--- src/rtl/clk_div_prog.sv ---
// clk_div_prog: runtime-programmable integer clock divider with a registered divided clock,
// a per-period tick, and ratio/enable changes applied only at period boundaries.
// Optional macro CLK_DIV_ODD_DUTY50_EN adds a falling-edge flop giving 50% duty on odd ratios.
module clk_div_prog #(
    parameter int unsigned DIV_W       = 8,
    parameter int unsigned DIV_DEFAULT = 4
) (
    input  logic             clk_in,
    input  logic             rst_n_in,
    input  logic             en_in,
    input  logic [DIV_W-1:0] div_in,
    input  logic             div_load_in,
    output logic             clk_out,
    output logic             tick_out,
    output logic             pending_out,
    output logic             err_out,
    output logic             running_out
);

    localparam logic [DIV_W-1:0] DIV_RST = DIV_W'(DIV_DEFAULT);
    localparam logic [DIV_W-1:0] DIV_MIN = DIV_W'(2);

    typedef enum logic [1:0] {
        ST_IDLE  = 2'd0,
        ST_RUN   = 2'd1,
        ST_DRAIN = 2'd2
    } state_t;

    state_t           state_q, state_d;
    logic [DIV_W-1:0] cnt_q, cnt_d;
    logic [DIV_W-1:0] div_q, div_d;
    logic [DIV_W-1:0] pend_q, pend_d;
    logic             pend_vld_q, pend_vld_d;
    logic             clk_q, clk_d;
    logic             tick_q, tick_d;
    logic             err_q, err_d;
    logic             run_q, run_d;

    logic             wrap;
    logic             load_ok;
    logic             load_bad;
    logic [DIV_W-1:0] cnt_inc;
    logic [DIV_W-1:0] hi_len;

    assign wrap     = (state_q != ST_IDLE) && (cnt_q == (div_q - DIV_W'(1)));
    assign load_ok  = div_load_in && (div_in >= DIV_MIN);
    assign load_bad = div_load_in && (div_in < DIV_MIN);
    assign cnt_inc  = wrap ? '0 : (cnt_q + DIV_W'(1));

    // Number of leading high cycles of the rising-edge flop within one period.
`ifdef CLK_DIV_ODD_DUTY50_EN
    assign hi_len = div_q >> 1;
`else
    assign hi_len = (div_q >> 1) + DIV_W'(div_q[0]);
`endif

    // Next-state and next-output logic.
    always_comb begin
        state_d    = state_q;
        cnt_d      = cnt_q;
        div_d      = div_q;
        pend_d     = pend_q;
        pend_vld_d = pend_vld_q;
        clk_d      = 1'b0;
        tick_d     = 1'b0;
        err_d      = load_bad;

        case (state_q)
            ST_IDLE: begin
                cnt_d = '0;
                // IDLE is itself a boundary: a value left pending by the last wrap commits here.
                if (pend_vld_q) begin
                    div_d      = pend_q;
                    pend_vld_d = 1'b0;
                end
                if (load_ok) begin
                    div_d      = div_in;
                    pend_vld_d = 1'b0;
                end
                if (en_in) begin
                    state_d = ST_RUN;
                    clk_d   = 1'b1;
                    tick_d  = 1'b1;
                end
            end
            default: begin
                cnt_d = cnt_inc;
                if (wrap && pend_vld_q) begin
                    div_d      = pend_q;
                    pend_vld_d = 1'b0;
                end
                if (load_ok) begin
                    pend_d     = div_in;
                    pend_vld_d = 1'b1;
                end
                if (!en_in && wrap) begin
                    state_d = ST_IDLE;
                    cnt_d   = '0;
                end else begin
                    state_d = en_in ? ST_RUN : ST_DRAIN;
                    clk_d   = (cnt_inc < hi_len);
                    tick_d  = wrap;
                end
            end
        endcase

        run_d = (state_d != ST_IDLE);
    end

    always_ff @(posedge clk_in or negedge rst_n_in) begin
        if (!rst_n_in) begin
            state_q    <= ST_IDLE;
            cnt_q      <= '0;
            div_q      <= DIV_RST;
            pend_q     <= '0;
            pend_vld_q <= 1'b0;
            clk_q      <= 1'b0;
            tick_q     <= 1'b0;
            err_q      <= 1'b0;
            run_q      <= 1'b0;
        end else begin
            state_q    <= state_d;
            cnt_q      <= cnt_d;
            div_q      <= div_d;
            pend_q     <= pend_d;
            pend_vld_q <= pend_vld_d;
            clk_q      <= clk_d;
            tick_q     <= tick_d;
            err_q      <= err_d;
            run_q      <= run_d;
        end
    end

`ifdef CLK_DIV_ODD_DUTY50_EN
    // Half-cycle extension of the high phase for odd ratios only.
    logic q_neg_q;

    always_ff @(negedge clk_in or negedge rst_n_in) begin
        if (!rst_n_in) begin
            q_neg_q <= 1'b0;
        end else begin
            q_neg_q <= clk_q & div_q[0];
        end
    end

    assign clk_out = clk_q | q_neg_q;
`else
    assign clk_out = clk_q;
`endif

    assign tick_out    = tick_q;
    assign pending_out = pend_vld_q;
    assign err_out     = err_q;
    assign running_out = run_q;

endmodule

--- config.mk ---
export PLATFORM = sky130hd
export DESIGN_NAME = clk_div_prog
export DESIGN_NICKNAME = d
export VERILOG_FILES = /design/src/rtl/clk_div_prog.sv
export SDC_FILE = /design/constraint.sdc
export NUM_CORES = 1
export LEC_CHECK = 0
export CORE_MARGIN = 3
export CORE_UTILIZATION = 41
export CTS_CLUSTER_SIZE = 25
export DETAILED_ROUTE_END_ITERATION = 16
export DONT_BUFFER_PORTS = 1
export SYNTH_ARGS = -nofsm -noshare
export SYNTH_HDL_FRONTEND = slang
export SYNTH_SLANG_ARGS = --single-unit
--- constraint.sdc ---
create_clock -name clk_in -period 5.2 [get_ports clk_in]
set_input_delay 1.04 -clock clk_in [delete_from_list [all_inputs] [get_ports clk_in]]
set_output_delay 1.04 -clock clk_in [all_outputs]
set_load 0.1 [all_outputs]
==> impl_metrics.yaml <==
cts:
  htree_num_levels: 2
  clock-sinks: 31
  ctsResizeCount: 0
  clk_path_buf_depth: 2
  cts_hold_buf: 0
  clk_latency_ps: 290
  clk_pin_slew_worst_paths_ps: 80
  cts_setup_buffers: 0
  cts_made_buffers: 5
  cts_tree: "yes"
  cts_root_buffer: "clkbuf_8"
logic_synthesis:
  synth_top_area_share_pct: 34.8
  synthXorXnorAreaFrac_pct: 8.13
  synth.most_common_cell: "dfrtp_1"
  synthesis.nets: 255
  synthArstFlopShare_pct: 100
  synth-simple-area-share_pct: 19.3
  yosys-top-cells-area: "dfrtp_1, mux2_2, ha_1"
  synthAdderAreaFrac_pct: 6.39
  muxShareOfSynthArea_pct: 8.19
  synth-edff-count: 0
  synthTopCellsByCount: "dfrtp_1, nand2_1, nor2_1"
  synth_top_family_by_area: "simple AND/OR/NAND/NOR gates"
  synth_ff_type: "dfrtp_1"
  yosys.area.top_type: "dfrtp_1"
  synth_compound_area_share_pct: 16.4
  syn_inst: 232
  yosysSeqAreaShare_pct: 36.1
  synth.avg_cell_area_um2: 9.29
  synth-seq-cells: 31
  synth.yosys.warnings: 0
  synthesis.area_mm2: 0.00215
  ys_types: 45
route:
  num_vias: 1676
  drc: 0
  final_antenna_net_count: 0
  firstDrtPassIters: 4
  wl_per_cell_um: 16.6
  drt_iter0_drc: 148
  post_drt_via_cell_ratio: 5.74
  wl_um: 4850
pwr:
  finalPower_mw: 1.28
  p_leak_nw: 0.995
  power_density_mw_per_mm2: 564
  ir_drop_mv: 0.333
grt:
  grt_pass1_wl_um: 8270
  grt_pass1_vias: 1582
  grt_max_degree: 32
  grt-ovfl-total: 0
  antenna_found_initial: 0
  grt_usage_pct: 17.4
run:
  maxCapViolCount: 0
final_layout:
  fin_cells: 292
  area_growth_pct: 5.46
  n_fill_cell: 478
  drive_above_1_share_pct: 14.2
  multi_input_area_mm2: 0.00126
  layout.nets: 247
  final_util_pct: 46.3
  regArea_um2: 777
  n_antenna_cell: 0
floorplanning:
  start_util_pct: 43.9
  core.rowCount: 25
  io_pins: 17
  core_region_area_mm2: 0.00491
  dieWidth_um: 78.5
  dieArea_mm2: 0.00616
  die_height_um: 78.5
timing:
  hold_viol: 0
  layout_min_cycle_time_ps: 3600
  skew_ps: 11.4
  grt_setup_unrepaired: "false"
  finalMaxSlewViolations: 0
  max_freq_ghz: 0.278
  worstMarginPinSlew_ps: 931
  setup_tns_ps: 0
  min_period_over_period_pct: 69.3
  setup_viol: 0
  slew_headroom_pct: 37.5
  worst_slack_ps: 1600
critical_path:
  critPathArrivalTime_ps: 3830
  crit_required_ps: 5430
  path_max_fanout: 11
  start_kind: "flip-flop"
  cp-end-kind: "flip-flop"
  critPathKind: "reg -> reg"
place:
  pre_cts_ws_ps: 1630
  dp_hpwl_um: 3460
  dpl.cell_count: 284
  gp_congestion: 0.853
  io_buffers: 0
outcome:
  status: "completed"
worst_hold_path:
  hold_path_class: "in -> async"
==> placed cells by master, fill, tap and decap left out, drive strengths merged, types with 3 or more instances in the layout <==
cell type,netlist,layout
a221oi,6,6
mux2i,3,3
o31ai,6,6
a31oi,3,3
clkbuf,6,6
nor2,16,16
ha,11,11
dfrtp,30,30
nand2,18,18
xor2,12,12
o21bai,3,3
nor3,3,3
nand4,3,3
mux2,13,13
and2,3,3
a21oi,11,11
and3,8,8
xnor2,8,8
nand3,10,10
inv,7,7
o21ai,19,19
nor2b,3,3
==> worst max-delay path, stage by stage, from the launching register on <==
cell      delay, ps
dfrtp_1         490
inv_1           100
ha_1            320
xnor2_1         160
a21o_1          170
o21ai_0         230
nand2_1         310
nor2_2          330
a21oi_1         120
ha_1            310
a21o_1          160
a211oi_1        210
o21ai_0         160
nor4bb_1        280
nand3_1         100
nand3_1         100
==> area by class of cell <==
class                   count  share of cell area [%]
repair buffers              1                   0.330
inverters                   7                    1.16
clock inverters             2                    1.54
multi-input cells         178                    55.5
clock buffers               6                    3.63
well taps                  67                    3.69
flip-flops and latches     31                    34.2
==> worst paths after layout <==
kind	from	endpoint	slack, ps	cells past startpoint
hold reg to reg	pend_q[2]	pend_q[2]	530	1
min in group clk_in	pend_q[2]	pend_q[2]	530	1
setup reg to reg	div_q[0]	clk_out	1600	15
max in group asynchronous	rst_n_in	div_q[2]	4580	0
setup / recovery	div_q[0]	clk_out	1600	15
hold / removal	rst_n_in	clk_out	440	0
==> layer usage <==
metal  global-route usage (%)  wire (um)  part of all wire, %
met4                     6.29         59                  1.2
met3                     4.13        317                  6.5
met1                     25.3       2310                   48
met2                     24.8       2160                   45
met5                        0          0                    0
==> cells by family after synthesis <==
kind of cell | after synthesis
buffers and inverters | 23
AO/OA/AOI/OAI | 56
multiplexers | 16
AND/OR/NAND/NOR | 75
XOR/XNOR | 20
adder cells (fa/ha/maj) | 11
flip-flops | 31
==> state kept, by name (all words and copies together) (netlist names) <==
register and flops:
cnt_q 8, pending_out 1, state_q 2, clk_out 1, div_q 8, pend_q 8
tick_out 1, err_out 1, running_out 1
==> where the power goes <==
part           switching, mW  internal (mW)
sequential             0.177          0.304
clock                 0.0973          0.155
combinational          0.297          0.252
==> stage by stage <==
stage               hold WS [ps]  cell area (um^2)
CTS                          428              2270
global route                 422              2270
detailed placement           513              2150
finish                       437              2270
global placement             504              2150
floorplan                    488              2150
Power figures use the tool's default switching activity.
